===== src/rtl/serial_tx_pkg.sv =====
// Shared definitions for the framed serial link: FSM state encoding and line levels.
// The matching receiver imports the same package so both ends agree on framing.
package serial_tx_pkg;

  typedef enum logic [1:0] {
    StIdle  = 2'd0,
    StStart = 2'd1,
    StData  = 2'd2,
    StStop  = 2'd3
  } tx_state_e;

  localparam logic LineIdle = 1'b1;
  localparam logic StartBit = 1'b0;
  localparam logic StopBit  = 1'b1;

endpackage


===== src/rtl/serial_tx_if.sv =====
// Parallel word handshake between a producer (master) and the serial transmitter (slave).
interface serial_tx_if #(
  parameter int unsigned WIDTH = 8
);
  logic [WIDTH-1:0] data_in;
  logic             valid_in;
  logic             ready_out;

  modport master (output data_in, output valid_in, input ready_out);
  modport slave  (input data_in, input valid_in, output ready_out);
endinterface


===== src/rtl/serial_tx_bit_timer.sv =====
// Bit-period timer: counts CLKS_PER_BIT cycles and pulses bit_done on the last one.
// Held at zero while clear is high so a new frame always starts on a full bit period.
module serial_tx_bit_timer #(
  parameter int unsigned CLKS_PER_BIT = 4
) (
  input  logic clk,
  input  logic n_rst,
  input  logic clear,
  output logic bit_done
);
  localparam int unsigned TickW = (CLKS_PER_BIT > 1) ? $clog2(CLKS_PER_BIT) : 1;
  localparam logic [TickW-1:0] TickMax = TickW'(CLKS_PER_BIT - 1);

  logic [TickW-1:0] tick_q, tick_d;

  always_comb begin
    bit_done = 1'b0;
    tick_d   = tick_q;
    if (clear) begin
      tick_d = '0;
    end else if (tick_q == TickMax) begin
      bit_done = 1'b1;
      tick_d   = '0;
    end else begin
      tick_d = tick_q + TickW'(1);
    end
  end

  always_ff @(posedge clk) begin
    if (!n_rst) begin
      tick_q <= '0;
    end else begin
      tick_q <= tick_d;
    end
  end

endmodule


===== src/rtl/serial_tx.sv =====
// Framed bit-serial transmitter: start(0), WIDTH data bits LSB first, stop(1).
// One word per (WIDTH+2)*CLKS_PER_BIT+1 cycles at best; line idles high.
module serial_tx
  import serial_tx_pkg::*;
#(
  parameter int unsigned WIDTH        = 8,
  parameter int unsigned CLKS_PER_BIT = 4
) (
  input  logic         clk,
  input  logic         n_rst,
  serial_tx_if.slave   bus,
  output logic         sout,
  output logic         busy
);
  localparam int unsigned CntW = $clog2(WIDTH + 1);

  if (WIDTH < 1 || CLKS_PER_BIT < 1) begin : g_bad_params
    $error("serial_tx: WIDTH and CLKS_PER_BIT must both be >= 1");
  end

  tx_state_e        state_q, state_d;
  logic [WIDTH-1:0] shift_q, shift_d;
  logic [CntW-1:0]  bit_cnt_q, bit_cnt_d;
  logic             sout_q, sout_d;
  logic             idle, accept, bit_done;

  assign idle          = (state_q == StIdle);
  assign accept        = bus.valid_in & idle;
  assign bus.ready_out = idle;
  assign busy          = ~idle;
  assign sout          = sout_q;

  serial_tx_bit_timer #(
    .CLKS_PER_BIT(CLKS_PER_BIT)
  ) u_bit_timer (
    .clk     (clk),
    .n_rst   (n_rst),
    .clear   (idle),
    .bit_done(bit_done)
  );

  always_comb begin
    state_d   = state_q;
    shift_d   = shift_q;
    bit_cnt_d = bit_cnt_q;
    unique case (state_q)
      StIdle: begin
        if (accept) begin
          state_d   = StStart;
          shift_d   = bus.data_in;
          bit_cnt_d = '0;
        end
      end
      StStart: begin
        if (bit_done) state_d = StData;
      end
      StData: begin
        if (bit_done) begin
          shift_d = shift_q >> 1;
          if (bit_cnt_q == CntW'(WIDTH - 1)) begin
            bit_cnt_d = '0;
            state_d   = StStop;
          end else begin
            bit_cnt_d = bit_cnt_q + CntW'(1);
          end
        end
      end
      StStop: begin
        if (bit_done) state_d = StIdle;
      end
      default: state_d = StIdle;
    endcase

    // Line level follows the next state so sout changes on the same edge as the state.
    unique case (state_d)
      StStart: sout_d = StartBit;
      StData:  sout_d = shift_d[0];
      StStop:  sout_d = StopBit;
      default: sout_d = LineIdle;
    endcase
  end

  always_ff @(posedge clk) begin
    if (!n_rst) begin
      state_q   <= StIdle;
      shift_q   <= '0;
      bit_cnt_q <= '0;
      sout_q    <= LineIdle;
    end else begin
      state_q   <= state_d;
      shift_q   <= shift_d;
      bit_cnt_q <= bit_cnt_d;
      sout_q    <= sout_d;
    end
  end

endmodule


===== src/flat_wrapper.sv =====
// flat-port wrapper written by rule: the top's interface ports become plain ports
module serial_tx_flat import serial_tx_pkg::*;
#(
  parameter int unsigned WIDTH        = 8,
  parameter int unsigned CLKS_PER_BIT = 4
)
  (clk, n_rst, sout, busy, bus_data_in, bus_valid_in, bus_ready_out);
  serial_tx_if #(.WIDTH(WIDTH)) bus_i ();
  input  logic clk;
  input  logic n_rst;
  output logic sout;
  output logic busy;
  input wire logic [$bits(bus_i.data_in)-1:0] bus_data_in;
  input wire logic [$bits(bus_i.valid_in)-1:0] bus_valid_in;
  output wire logic [$bits(bus_i.ready_out)-1:0] bus_ready_out;
  assign bus_i.data_in = bus_data_in;
  assign bus_i.valid_in = bus_valid_in;
  assign bus_ready_out = bus_i.ready_out;
  serial_tx #(.WIDTH(WIDTH), .CLKS_PER_BIT(CLKS_PER_BIT)) u_core (.clk(clk), .n_rst(n_rst), .bus(bus_i), .sout(sout), .busy(busy));
endmodule

===== config.mk =====
export PLATFORM = sky130hd
export DESIGN_NAME = serial_tx_flat
export DESIGN_NICKNAME = d
export VERILOG_FILES = /design/src/rtl/serial_tx_pkg.sv /design/src/rtl/serial_tx_if.sv /design/src/rtl/serial_tx_bit_timer.sv /design/src/rtl/serial_tx.sv /design/src/flat_wrapper.sv
export SDC_FILE = /design/constraint.sdc
export NUM_CORES = 1
export LEC_CHECK = 0
export ABC_AREA = 1
export BUFFER_PORTS_ARGS = -buffer_cell sky130_fd_sc_hd__buf_2
export CAP_MARGIN = 25
export CORE_MARGIN = 3
export CORE_UTILIZATION = 48
export DETAILED_ROUTE_END_ITERATION = 7
export PLACE_DENSITY_LB_ADDON = 0.08
export SLEW_MARGIN = 15
export SYNTH_ARGS = -nofsm -noshare
export SYNTH_HDL_FRONTEND = slang
export SYNTH_SLANG_ARGS = --single-unit

===== constraint.sdc =====
create_clock -name clk -period 1.3 [get_ports clk]
set_clock_uncertainty 0.1 [all_clocks]
set_input_delay 0.195 -clock clk [delete_from_list [all_inputs] [get_ports clk]]
set_output_delay 0.195 -clock clk [all_outputs]
set_load 0.05 [all_outputs]

==> flow_metrics.tcl <==
set metrics [dict create \
    cts-root-buf "clkbuf_4" \
    initial_core_util_pct 53.10 \
    swShare_pct 29.10 \
    fin_crit_ns 1.300 \
    grt_overflow 0 \
    clk_pin_slew_ns 0.10 \
    p_switching_mw 0.3013 \
    drive_gt1_share_pct 32.85 \
    cp_max_fo 6 \
    drtAntennaViolNets 0 \
    tightest_slew_ns 0.3803 \
    final_cell_mix "nand2_1, dfxtp_1, buf_2" \
    insertedDiodeCount 0 \
    fin_util_pct 69.13 \
    cts_tree "built" \
    grt.total_usage_pct 20.21 \
    cellInternalPower_mw 0.7341 \
    critical_path_class "reg -> out" \
    yosysUniqueCellTypes 22 \
    synth.ff_latch_count 17 \
    holdWs_ns 0.02966 \
    final.period_utilization_pct 100.0 \
    synth_area_sq_um 837.1 \
    end_kind "primary output" \
    max_slew_margin_pct 74.62 \
    cp-start-kind "flip-flop" \
    multiInputGateArea_sq_um 480.5 \
    design.die.area_sq_um 2281 \
    finalMaxSlewViolations 0 \
    io_pins 14 \
    final_common_cell "nand2_1" \
    cts_hold_buffers 0 \
    post-dp-hpwl_mm 1.286 \
    rows 14 \
    syn_inst 113 \
    nFillCells 130 \
    drc_errors 0 \
    status "finished with violations" \
    rsz0062_at_grt "yes" \
    cts_sinks 17 \
    core_area_sq_um 1577 \
    finalWirelength_mm 1.882 \
    power_density_nw_per_um2 950.1 \
    numPortBuffers 13 \
    fin_tns_setup_ns -0.0001636 \
    hold_class "in -> reg" \
    worstPathRequired_ns 1.00 \
    wl_met2_microns 911 \
    grt_antenna_before_repair 0 \
    violations "setup timing" \
    synth_nets 126 \
    postLayoutSetupSlackWorst_ns -0.0001636 \
    sequentialPowerShare_pct 54.5 \
    numCtsBuffers 3 \
    design_area_sq_um 1090 \
    htreeDepth 1 \
    vias_per_cell 5.170 \
    synth.avg_cell_area_sq_um 7.408 \
    syn_to_final_growth_pct 30.19 \
    vias 791 \
    highest_layer "met4" \
    insertion_delay_ns 0.29 \
    maxCapViolCount 0 \
    pwr-share-clk_pct 27.5 \
    dr.pass1.iters 3 \
    synth-seq-area-share_pct 40.66 \
    wire_per_inst_microns 12.30 \
    clock.fmax_mhz 769.1 \
    dp_slack_ns -0.08039 \
    vdd_drop_max_mv 0.6638 \
    yosys_warnings 0 \
    grt_pass1_wl_mm 3.084 \
    drtIter0Drc 17 \
    arrival_ns 1.01 \
    grt_pass1_vias 705 \
    routed-wl-met3_microns 41 \
    met1_length_microns 902 \
    regArea_sq_um 350.3 \
    die_h_microns 47.76 \
    clockBufferDepth 2 \
    hold_viol 0 \
    gp_congestion 0.7861 \
    placed_area_sq_um 963.4 \
    setup_viol 1 \
    p_leak_nw 0.5211 \
    die_w_microns 47.76 \
    nets 151 \
    grt_max_degree 13 \
    comb_power_share_pct 18.0 \
]
-- cell type report --
type | count | share of cell area [%]
Timing Repair Buffer | 21 | 14.47
Clock buffer | 4 | 2.411
Multi-Input combinational cell | 85 | 44.09
Inverter | 10 | 5.052
Tap cell | 16 | 1.837
Sequential cell | 17 | 32.15
-- power by group through the flow --
stage	logic (mW)	clock network (mW)	registers, mW
finish	0.186	0.285	0.564
global route	0.205	0.324	0.566
CTS	0.177	0.294	0.561
detailed placement	0.154	0	0.574
global placement	0.153	0	0.573
floorplan	0.103	0	0.579
-- cells by family (layout without fill, tap and decap cells) --
group           Yosys count  after routing  synth area share [%]
flops                    17             17                 40.66
simple gates             63             63                 36.77
fa+ha+maj                 2              2                 2.989
buf+inv                  11             35                 5.231
compound gates           19             19                 13.30
xor+xnor                  1              1                 1.047
-- Yosys cell counts --
cell | instances | area, sq um
nand2_1 | 37 | 138.9
dfxtp_1 | 17 | 340.3
nor2_1 | 11 | 41.29
a21oi_1 | 8 | 40.04
nand3_1 | 7 | 35.03
a31oi_1 | 6 | 37.54
inv_1 | 6 | 22.52
nand2_4 | 4 | 45.04
inv_2 | 3 | 11.26
ha_1 | 2 | 25.02
a21boi_0 | 1 | 7.510
a21oi_2 | 1 | 8.760
clkbuf_1 | 1 | 3.750
inv_4 | 1 | 6.260
nand2_2 | 1 | 6.260
nand3_2 | 1 | 10.01
nor2_4 | 1 | 11.26
nor2_8 | 1 | 20.02
o211ai_1 | 1 | 7.510
o21ai_0 | 1 | 5.000
o21ai_1 | 1 | 5.000
xnor2_1 | 1 | 8.760
-- registers in the layout, indices dropped and copies added (netlist names) --
name and flops:
u_core.sout 1, u_core.state_q 2, u_core.u_bit_timer.tick_q 2, u_core.shift_q 8, u_core.bit_cnt_q 4
-- path summary, 6_finish.rpt --
check | from | end | slack, ns | cells past startpoint
hold / removal | n_rst | u_core.sout$_SDFF_PN1_ | 0.03 | 2
setup reg to reg | u_core.state_q[0]$_SDFF_PN0_ | u_core.bit_cnt_q[2]$_SDFFE_PN0P_ | 0.03 | 7
setup / recovery | u_core.state_q[0]$_SDFF_PN0_ | bus_ready_out | -0.0002 | 2
hold reg to reg | u_core.u_bit_timer.tick_q[0]$_SDFF_PP0_ | u_core.u_bit_timer.tick_q[0]$_SDFF_PP0_ | 0.35 | 1
-- worst max-delay path, cell delays in order, from the launching register on --
cell	delay (ns)
dfxtp_4	0.40
nor2_4	0.15
buf_8	0.16
-- repair_timing --
item	4_1_cts	5_1_grt
setup buffers	4	0
setup endpoints to repair	10	14
pin swaps	2	1
resized for setup	11	11
-- layer usage --
layer  global-route usage, %  up-vias
li1                        -      416
met1                   26.82      360
met2                   30.08       11
met3                   4.511        4
met4                   11.29        0
met5                       0        -
-- per-stage QoR --
stage               std cells  power [mW]
floorplan                 113      0.6817
detailed placement        145      0.7283
global route              153       1.094
CTS                       153       1.032
global placement          145      0.7264
finish                    153       1.035
Power figures use the tool's default switching activity.
